<file path="src/rtl/btb_update_ctrl.sv">
// BTB update controller: mispredict redirect plus a DEPTH-entry BTB write queue; redirect one cycle after resolve.
// Head is offered combinationally and pops when i_upd_ready; full queue drops updates. Macro BTB_UPD_COALESCE_EN merges same-pc updates.
module btb_update_ctrl #(
    parameter int DEPTH = 4
) (
    input  logic        i_clk,
    input  logic        i_rst,
    input  logic        i_res_valid,
    input  logic [31:0] i_res_pc,
    input  logic        i_res_taken,
    input  logic [31:0] i_res_target,
    input  logic        i_res_pred_valid,
    input  logic [31:0] i_res_pred_target,
    output logic        o_redirect,
    output logic [31:0] o_redirect_pc,
    input  logic        i_upd_ready,
    output logic        o_upd_en,
    output logic [31:0] o_upd_addr,
    output logic [31:0] o_upd_target,
    output logic        o_full,
    output logic [7:0]  o_drop_cnt
);
    localparam int AW = $clog2(DEPTH);
    localparam logic [AW:0] DEPTH_C = (AW+1)'(DEPTH);

    logic [31:0] q_pc  [DEPTH];
    logic [31:0] q_tgt [DEPTH];
    logic [AW-1:0] rd_ptr, wr_ptr;
    logic [AW:0]   count;

    logic mis_tk, mis_nt, empty, pop, accept, drop, hit;

    assign mis_tk = i_res_valid & i_res_taken &
                    (!i_res_pred_valid | (i_res_pred_target != i_res_target));
    assign mis_nt = i_res_valid & !i_res_taken & i_res_pred_valid;
    assign empty  = (count == '0);
    assign o_full = (count == DEPTH_C);
    assign pop    = !empty & i_upd_ready & !i_rst;

    assign o_upd_en     = pop;
    assign o_upd_addr   = empty ? 32'h0 : q_pc[rd_ptr];
    assign o_upd_target = empty ? 32'h0 : q_tgt[rd_ptr];

`ifdef BTB_UPD_COALESCE_EN
    logic [AW-1:0] hit_idx;

    // Only live entries match; the head is excluded when it leaves this cycle.
    always_comb begin
        logic [AW-1:0] off;
        hit     = 1'b0;
        hit_idx = '0;
        off     = '0;
        for (int i = 0; i < DEPTH; i++) begin
            off = AW'(i) - rd_ptr;
            if (({1'b0, off} < count) && !(pop && (off == '0)) &&
                (q_pc[i] == i_res_pc)) begin
                hit     = 1'b1;
                hit_idx = AW'(i);
            end
        end
    end
`else
    assign hit = 1'b0;
`endif

    assign accept = mis_tk & !hit & (!o_full | pop);
    assign drop   = mis_tk & !hit & o_full & !pop;

    always_ff @(posedge i_clk) begin
        if (i_rst) begin
            rd_ptr        <= '0;
            wr_ptr        <= '0;
            count         <= '0;
            o_redirect    <= 1'b0;
            o_redirect_pc <= 32'h0;
            o_drop_cnt    <= 8'h0;
        end else begin
            o_redirect <= mis_tk | mis_nt;
            if (mis_tk)
                o_redirect_pc <= i_res_target;
            else if (mis_nt)
                o_redirect_pc <= i_res_pc + 32'd4;

            if (accept) begin
                q_pc[wr_ptr]  <= i_res_pc;
                q_tgt[wr_ptr] <= i_res_target;
                wr_ptr        <= wr_ptr + 1'b1;
            end
`ifdef BTB_UPD_COALESCE_EN
            if (mis_tk && hit)
                q_tgt[hit_idx] <= i_res_target;
`endif
            if (pop)
                rd_ptr <= rd_ptr + 1'b1;
            count <= count + {{AW{1'b0}}, accept} - {{AW{1'b0}}, pop};

            if (drop && (o_drop_cnt != 8'hFF))
                o_drop_cnt <= o_drop_cnt + 8'd1;
        end
    end
endmodule

</file>
<file path="config.mk">
export PLATFORM = sky130hd
export DESIGN_NAME = btb_update_ctrl
export DESIGN_NICKNAME = d
export VERILOG_FILES = /design/src/rtl/btb_update_ctrl.sv
export SDC_FILE = /design/constraint.sdc
export NUM_CORES = 1
export LEC_CHECK = 0
export ABC_AREA = 1
export CAP_MARGIN = 20
export CORE_AREA = 5 5 166 168
export CTS_CLUSTER_SIZE = 40
export DETAILED_ROUTE_END_ITERATION = 8
export DIE_AREA = 0 0 171 173
export PLACE_DENSITY = 0.77
export SYNTH_ARGS = -nofsm -noshare
export SYNTH_HDL_FRONTEND = slang
export SYNTH_SLANG_ARGS = --single-unit
</file>
<file path="constraint.sdc">
create_clock -name i_clk -period 6.9 [get_ports i_clk]
set_clock_uncertainty 0.2 [all_clocks]
set_input_delay 1.725 -clock i_clk [delete_from_list [all_inputs] [get_ports i_clk]]
set_output_delay 1.725 -clock i_clk [all_outputs]
set_load 0.02 [all_outputs]
</file>
==> results of run 1 <==
## path summary, 6_finish.rpt
| path | from | end | slack [ps] | depth (start not counted) |
|---|---|---|---|---|
| setup reg to reg | count[2] | q_pc[1][27] | 3770 | 10 |
| setup / recovery | register | o_upd_target[16] | 1560 | 6 |
| hold / removal | rd_ptr[1] | register | 260 | 2 |
| hold reg to reg | rd_ptr[1] | register | 260 | 2 |
## report_power, final
part	internal [W]	switching [W]	leakage (nW)	total, W
Clock	0.000964	0.000671	0.476	0.00163
Combinational	0.000506	0.000779	3.10	0.00128
Sequential	0.00206	0.0000554	2.72	0.00212
## area by class of cell
| type | count | share of cell area (%) |
|---|---|---|
| clock inverters | 19 | 1.08 |
| well taps | 335 | 2.46 |
| repair buffers | 229 | 13.1 |
| multi-input cells | 907 | 25.1 |
| flip-flops and latches | 306 | 50.9 |
| inverters | 121 | 2.66 |
| clock buffers | 37 | 4.68 |
## logic make-up (layout without fill, tap and decap cells)
group,after synthesis,in the layout,synth area share [%]
simple gates,610,610,18.7
flops,306,306,63.5
compound gates,258,258,9.51
buf+inv,191,406,5.52
xor+xnor,31,31,1.98
fa+ha+maj,8,8,0.787
## placed cells by master (no fill, tap or decap), types with 12 or more instances in the layout
cell,instances
nand2_1,163
a21oi_1,104
xor2_1,15
xnor2_1,16
clkinv_1,13
clkdlybuf4s50_1,208
clkbuf_16,31
nand3_1,91
nand4_1,12
o21ai_0,134
dfxtp_1,48
buf_4,21
inv_1,115
nor2_1,309
edfxtp_1,256
o21ai_1,15
## sequential cells by signal (all words and copies together), names as in the netlist, named ones only
register / cells
o_redirect: 1
count: 3
o_drop_cnt: 8
q_pc: 128
o_redirect_pc: 32
rd_ptr: 2
wr_ptr: 2
q_tgt: 128
## metrics by stage
step / util, % / hold WS [ps] / area (sq um)
2_1_floorplan: - / 236 / 13700
3_3_place_gp: 62.4 / 252 / 16100
3_5_place_dp: 62.4 / 255 / 16100
4_1_cts: 66.2 / 266 / 17100
5_1_grt: 66.2 / 304 / 17100
6_report: 66.2 / 262 / 17100
## tightest hold or removal path: stages, from the launching register on
cell     delay (ps)
dfxtp_1         300
inv_1            50
a21oi_1          70
## metal layers
layer / part of all wire (%) / wire length, um
met1: 41 / 15700
met2: 48 / 18700
met3: 8.1 / 3130
met4: 2.4 / 939
met5: 0 / 0
## Yosys cell counts
master    count
a21oi_1     104
a31oi_1       1
buf_1        15
buf_2         7
buf_6         4
clkbuf_1     44
clkinv_1      1
dfxtp_1      50
edfxtp_1    256
fa_1          1
ha_1          7
inv_1       116
inv_2         4
nand2_1     163
nand2_2       4
nand2_4       1
nand3_1      91
nand3_2       2
nand3_4       1
nand3b_1      1
nand4_1      12
nor2_1      313
nor2_2        1
nor2_4        2
nor3_1       11
nor3_2        3
nor3_4        1
nor3b_1       1
nor4_1        1
o21ai_0     134
o21ai_1      15
o21bai_1      3
o22ai_1       1
or2_2         2
xnor2_1      16
xor2_1       15
==> results.md, run 1 <==
- Delay-heaviest family, CP: buffers and inverters
- Max_cap viols: 0
- Gr busiest metal: met2
- Vias per cell: between 5 and 6
- TritonCTS Sinks: approximately 310
- Dpl ws: ~1700 ps
- #FFs+latches synth: 306
- Worst Hold Class: reg -> reg
- Yosys warns: 0
- # nets final: around 1700
- Clk slew on worst S/H paths: roughly 60 ps
- GR Util met2: about two fifths
- Final Hold Viols: 0
- Setup WS post-layout: 1560 ps
- H-tree depth: 1
- Total core area: approximately 0.026 sq mm
- CP Max Fanout: 68
- Fillers: 2001
- DRT Wirelength: 38500 um
- Maximum clock rate: between 0.15 and 0.2 GHz
- Drt first-iter violations: approximately 1300
- Via Count: 10800
- Layout cells sized above 1: roughly 5.4%
- Gate Count Post-Synth: between 1000 and 1500
- Met3 global-route usage: 4.75%
- Final setup violation count: 0
- Cell seen most often among critical-path stages: nor2_1
- ANT nets after route: 0
- Critical-path cell list: buf_4 -> nor2_1 -> nor2_1 -> o21ai_0 -> a21oi_1 -> clkdlybuf4s50_1
- Share of Yosys cell area claimed by the top area cell type: 56.2%
- Post-synth top area cell: edfxtp_1
- Crit path time final: around 5300 ps
- Sequential fraction of the synthesis area: between 60% and 70%
- Post-synth cell types: 36
- CTS Buffer Depth: 3
- RSZ-0062 raised after global routing: false
- Number of global-route vias before repair: between 10000 and 15000
- Gpl congestion: roughly 0.92
- Drt drc: 0
- Critical Path RT: approximately 5000 ps
- Area Growth Syn to Fin: 24.8%
- Clock root buffer: clkbuf_16
- Startpoint Class: register
- Wire per inst: slightly below 20 um
- Area of the multi-input gates: between 0.004 and 0.005 sq mm
- Power per Cell Area: roughly 300 mW/mm^2
- Leakage: 6.30 nW
- Tot Pwr: slightly above 0.005 W
- Post-CTS sizing: 0
- Status: completed
- Crit path buf inv count: 2
- Gr ovfl total: 0
- IO Count: 209
- Max stage delay cell, worst path: dfxtp_4
- Critical path's largest stage delay: approximately 840 ps
- Final worst-path cycle share: between 70 and 80%
- Cts bufs inserted: 31
- Final Slew Violations: 0
- Port bufs: 208
- Non-filler instance count after layout: 1954
- Worst-Skew Late Latency: between 500 and 600 ps
- Mapped Nets: approximately 1500
- Slew HR: between 40% and 50%
- Starting density of the core: ~53%
- Reg area: 0.00869 sq mm
- Total negative slack: 0 ps
- Critical Path AT: about 3400 ps
- Antenna fix cells: 0
- Syn Area/Cell: about 10 sq um
- CTS tree: built
- DR pass1 iterations: 5
- Row cnt: between 50 and 60
- Crit. End Element: primary output
- DIE WIDTH: roughly 170 um
- Critical path class: reg -> out
- Post-CTS Setup Repair Bufs: 0
- Tot GR Track Use: about a quarter
- Maximum number of pins on one net before global-route repair: 69
- Area of the die: 0.0296 sq mm
- Worst Tran Pin Value: roughly 800 ps
- Met1 Use GR: around a third
- Chip Height: roughly 170 um
- # hold bufs at CTS: 0
- First-pass GRT wire length: 59100 um
- Synthesized area: approximately 0.014 sq mm
- Peak VDD IR: just over 0.2 mV
- DP HPWL: about 25000 um
- Antenna violations before repair: 0
- Dpl cells: roughly 1900
- Synth top area cells: edfxtp_1 (56%), nor2_1 (8.6%), dfxtp_1 (7.3%)
Note: power is estimated with default switching activity, not from simulation.
==> run 2: changes to the inputs <==
--- a/config.mk
+++ b/config.mk
@@ -7,11 +7,11 @@
 export LEC_CHECK = 0
 export ABC_AREA = 1
 export CAP_MARGIN = 20
-export CORE_AREA = 5 5 166 168
+export CORE_AREA = 5 5 174 176
 export CTS_CLUSTER_SIZE = 40
 export DETAILED_ROUTE_END_ITERATION = 8
-export DIE_AREA = 0 0 171 173
-export PLACE_DENSITY = 0.77
+export DIE_AREA = 0 0 179 181
+export PLACE_DENSITY = 0.73
 export SYNTH_ARGS = -nofsm -noshare
 export SYNTH_HDL_FRONTEND = slang
 export SYNTH_SLANG_ARGS = --single-unit
==> constraint.sdc (replaced) <==
create_clock -name i_clk -period 4.6 [get_ports i_clk]
set_clock_uncertainty 0.2 [all_clocks]
set_input_delay 1.15 -clock i_clk [delete_from_list [all_inputs] [get_ports i_clk]]
set_output_delay 1.15 -clock i_clk [all_outputs]
set_load 0.02 [all_outputs]
==> run 2 against run 1 <==
Largest power group unchanged. Critical endpoint is now o_upd_target[14]. Sequential share of layout area decreased by 0.52 points. Combinational power increased by 54%. Critical path depth did not move. Via count about the same. Cell count rose by 2.9%. Final area grew 1.0%. Flip-flop and latch count unchanged. Highest routed layer unchanged. Wire length increased by 1.1%. Clock power up 46%. Global-route usage fell by 1.6 points. Die area grew 9.5%.
==> results.md, run 2 (same netlist as run 1, synthesis figures left out) <==
- Final core utilization: 60.6% (was 66.2%)
- DRT Wirelength: 38900 um (was 38500 um)
- Power per Cell Area: 435 mW/mm^2 (was 295 mW/mm^2)
- Vias per cell: 5.37 (was 5.53)
- DIE WIDTH: 179 um (was 171 um)
- Gpl congestion: 0.923 (was 0.925)
- ANT nets after route: 0 (unchanged)
- Wire per inst: 19.4 um (was 19.7 um)
- H-tree depth: 1 (unchanged)
- Peak VDD IR: 0.231 mV (was 0.206 mV)
- CTS tree: built (unchanged)
- Final setup violation count: 0 (unchanged)
- Most frequent cells in the layout: nor2_1 (309), edfxtp_1 (256), clkdlybuf4s50_1 (208) (unchanged)
- Post-CTS sizing: 0 (unchanged)
- Layout cells sized above 1: 6.21% (was 5.44%)
- Post-CTS Setup Repair Bufs: 0 (unchanged)
- Startpoint Class: register (unchanged)
- Dpl cells: 1953 (was 1898)
- Slew HR: 44.9% (was 45.8%)
- DR pass1 iterations: 5 (unchanged)
- Worst Tran Pin Value: 827 ps (was 812 ps)
- Starting density of the core: 48.0% (was 53.1%)
- Sw power: 0.00229 W (was 0.00151 W)
- Biggest regs: q_pc x128, q_tgt x128, o_redirect_pc x32 (unchanged)
- Maximum number of pins on one net before global-route repair: 67 (was 69)
- Maximum clock rate: around 0.24 GHz
- Pint: 0.00521 W (was 0.00353 W)
- Clk slew on worst S/H paths: 60 ps (about the same)
- Area of the multi-input gates: 0.00428 sq mm (unchanged)
- Status: completed (unchanged)
- Switching part of the total: 30.5% (was 29.9%)
- IO Count: 209 (unchanged)
- Total core area: 0.0285 sq mm (was 0.0258 sq mm)
- Crit path time final: 4240 ps
- Comb pwr share: 26.2% (was 25.5%)
- # hold bufs at CTS: 0 (unchanged)
- Critical Path AT: 2890 ps (was 3420 ps)
- Antenna violations before repair: 0 (unchanged)
- CP Max Fanout: 38 (was 68)
- Non-filler instance count after layout: 2010 (was 1954)
- DP HPWL: 25800 um (was 25200 um)
- Area of the die: 0.0324 sq mm (was 0.0296 sq mm)
- Gr ovfl total: 0 (unchanged)
- Port bufs: 208 (unchanged)
- Max_cap viols: 0 (unchanged)
- Drt drc: 0 (unchanged)
- CTS Buffer Depth: 3 (unchanged)
- Worst Hold Class: reg -> reg (unchanged)
- Number of global-route vias before repair: 10700 (about the same)
- Chip Height: 181 um (was 173 um)
- Setup WS post-layout: 356 ps (was 1560 ps)
- Tot Pwr: 0.00750 W (was 0.00503 W)
- Worst-Skew Late Latency: 540 ps (was 550 ps)
- Hold WS: 276 ps (was 262 ps)
- First-pass GRT wire length: 60200 um (was 59100 um)
- Fillers: 2334 (was 2001)
- TritonCTS Sinks: 306 (unchanged)
- Drt first-iter violations: 1054 (was 1252)
- Reg area: 0.00869 sq mm (unchanged)
- Clock root buffer: clkbuf_16 (unchanged)
- Cts bufs inserted: 31 (unchanged)
- Area Growth Syn to Fin: 26.0% (was 24.8%)
- RSZ-0062 raised after global routing: false (unchanged)
- Leakage: 6.34 nW (was 6.30 nW)
- Via Count: 10800 (about the same)
- Antenna fix cells: 0 (unchanged)
- Tot GR Track Use: 23.6% (was 25.2%)
- Row cnt: 62 (was 59)
- # nets final: 1712 (was 1706)
- Final Slew Violations: 0 (unchanged)
- Final worst-path cycle share: between 90 and 100%
- Clk network pwr share: 31.7% (was 32.5%)
- Dpl ws: 249 ps (was 1650 ps)
- Sequential share of power: 42.1% (was 42.0%)
- Crit. End Element: primary output (unchanged)
- Critical path class: reg -> out (unchanged)
- Final Hold Viols: 0 (unchanged)
- Commonest non-fill, non-tap cell in the layout: nor2_1 (unchanged)
- Critical Path RT: 3250 ps (was 4970 ps)
==> run 2: area by class of cell <==
class	count	share of cell area, %
timing repair buffer	235	13.8
clock inverter	19	0.711
tap	384	2.79
clock buffer	38	4.89
multi-input combinational	907	24.8
inverter	121	2.63
sequential	306	50.4
==> run 2: power by group through the flow <==
stage | Combinational [W] | Sequential, W | Clock (W)
3_5_place_dp | 0.00197 | 0.00322 | 0
3_3_place_gp | 0.00195 | 0.00321 | 0
6_report | 0.00197 | 0.00316 | 0.00238
2_1_floorplan | 0.000999 | 0.00320 | 0
4_1_cts | 0.00198 | 0.00316 | 0.00240
5_1_grt | 0.00211 | 0.00317 | 0.00253
==> run 2: metrics by stage <==
| stage | TNS, ps | cell area (sq um) |
|---|---|---|
| 2_1_floorplan | -242530 | 13700 |
| 3_3_place_gp | 0 | 16300 |
| 3_5_place_dp | 0 | 16300 |
| 4_1_cts | 0 | 17200 |
| 5_1_grt | 0 | 17200 |
| 6_report | 0 | 17200 |
==> run 2: worst max-delay path, cell delays in order, from the launching register on <==
cell and delay (ps):
dfxtp_4 690, buf_4 440, nor2_1 90, nor2_1 80, o21ai_0 100, a21oi_1 280
clkdlybuf4s50_1 660
==> run 2: layer usage <==
| metal | share of wire (%) | vias to the layer above | GRT usage [%] | wire length (um) |
|---|---|---|---|---|
| met4 | 2.8 | 0 | 6.60 | 1100 |
| met5 | 0 | - | 0 | 0 |
| li1 | - | 5129 | - | - |
| met3 | 7.9 | 72 | 3.70 | 3060 |
| met2 | 49 | 447 | 38.9 | 18900 |
| met1 | 41 | 5151 | 32.7 | 15800 |
==> run 2: worst paths after layout <==
check	depth (start not counted)	start	endpoint	slack, ps
min reg2reg	2	rd_ptr[1]	register	280
min	2	rd_ptr[1]	register	280
max	6	register	o_upd_target[14]	360
max reg2reg	10	count[2]	q_pc[1][26]	1380
==> run 3: changes to the inputs <==
--- a/config.mk
+++ b/config.mk
@@ -6,6 +6,7 @@
 export NUM_CORES = 1
 export LEC_CHECK = 0
 export ABC_AREA = 1
+export ABC_CLOCK_PERIOD_IN_PS = 4600
 export CAP_MARGIN = 20
 export CORE_AREA = 5 5 174 176
 export CTS_CLUSTER_SIZE = 40
==> results of run 3 <==
Same layout as run 2: the final DEF is identical, and so are final timing and power.
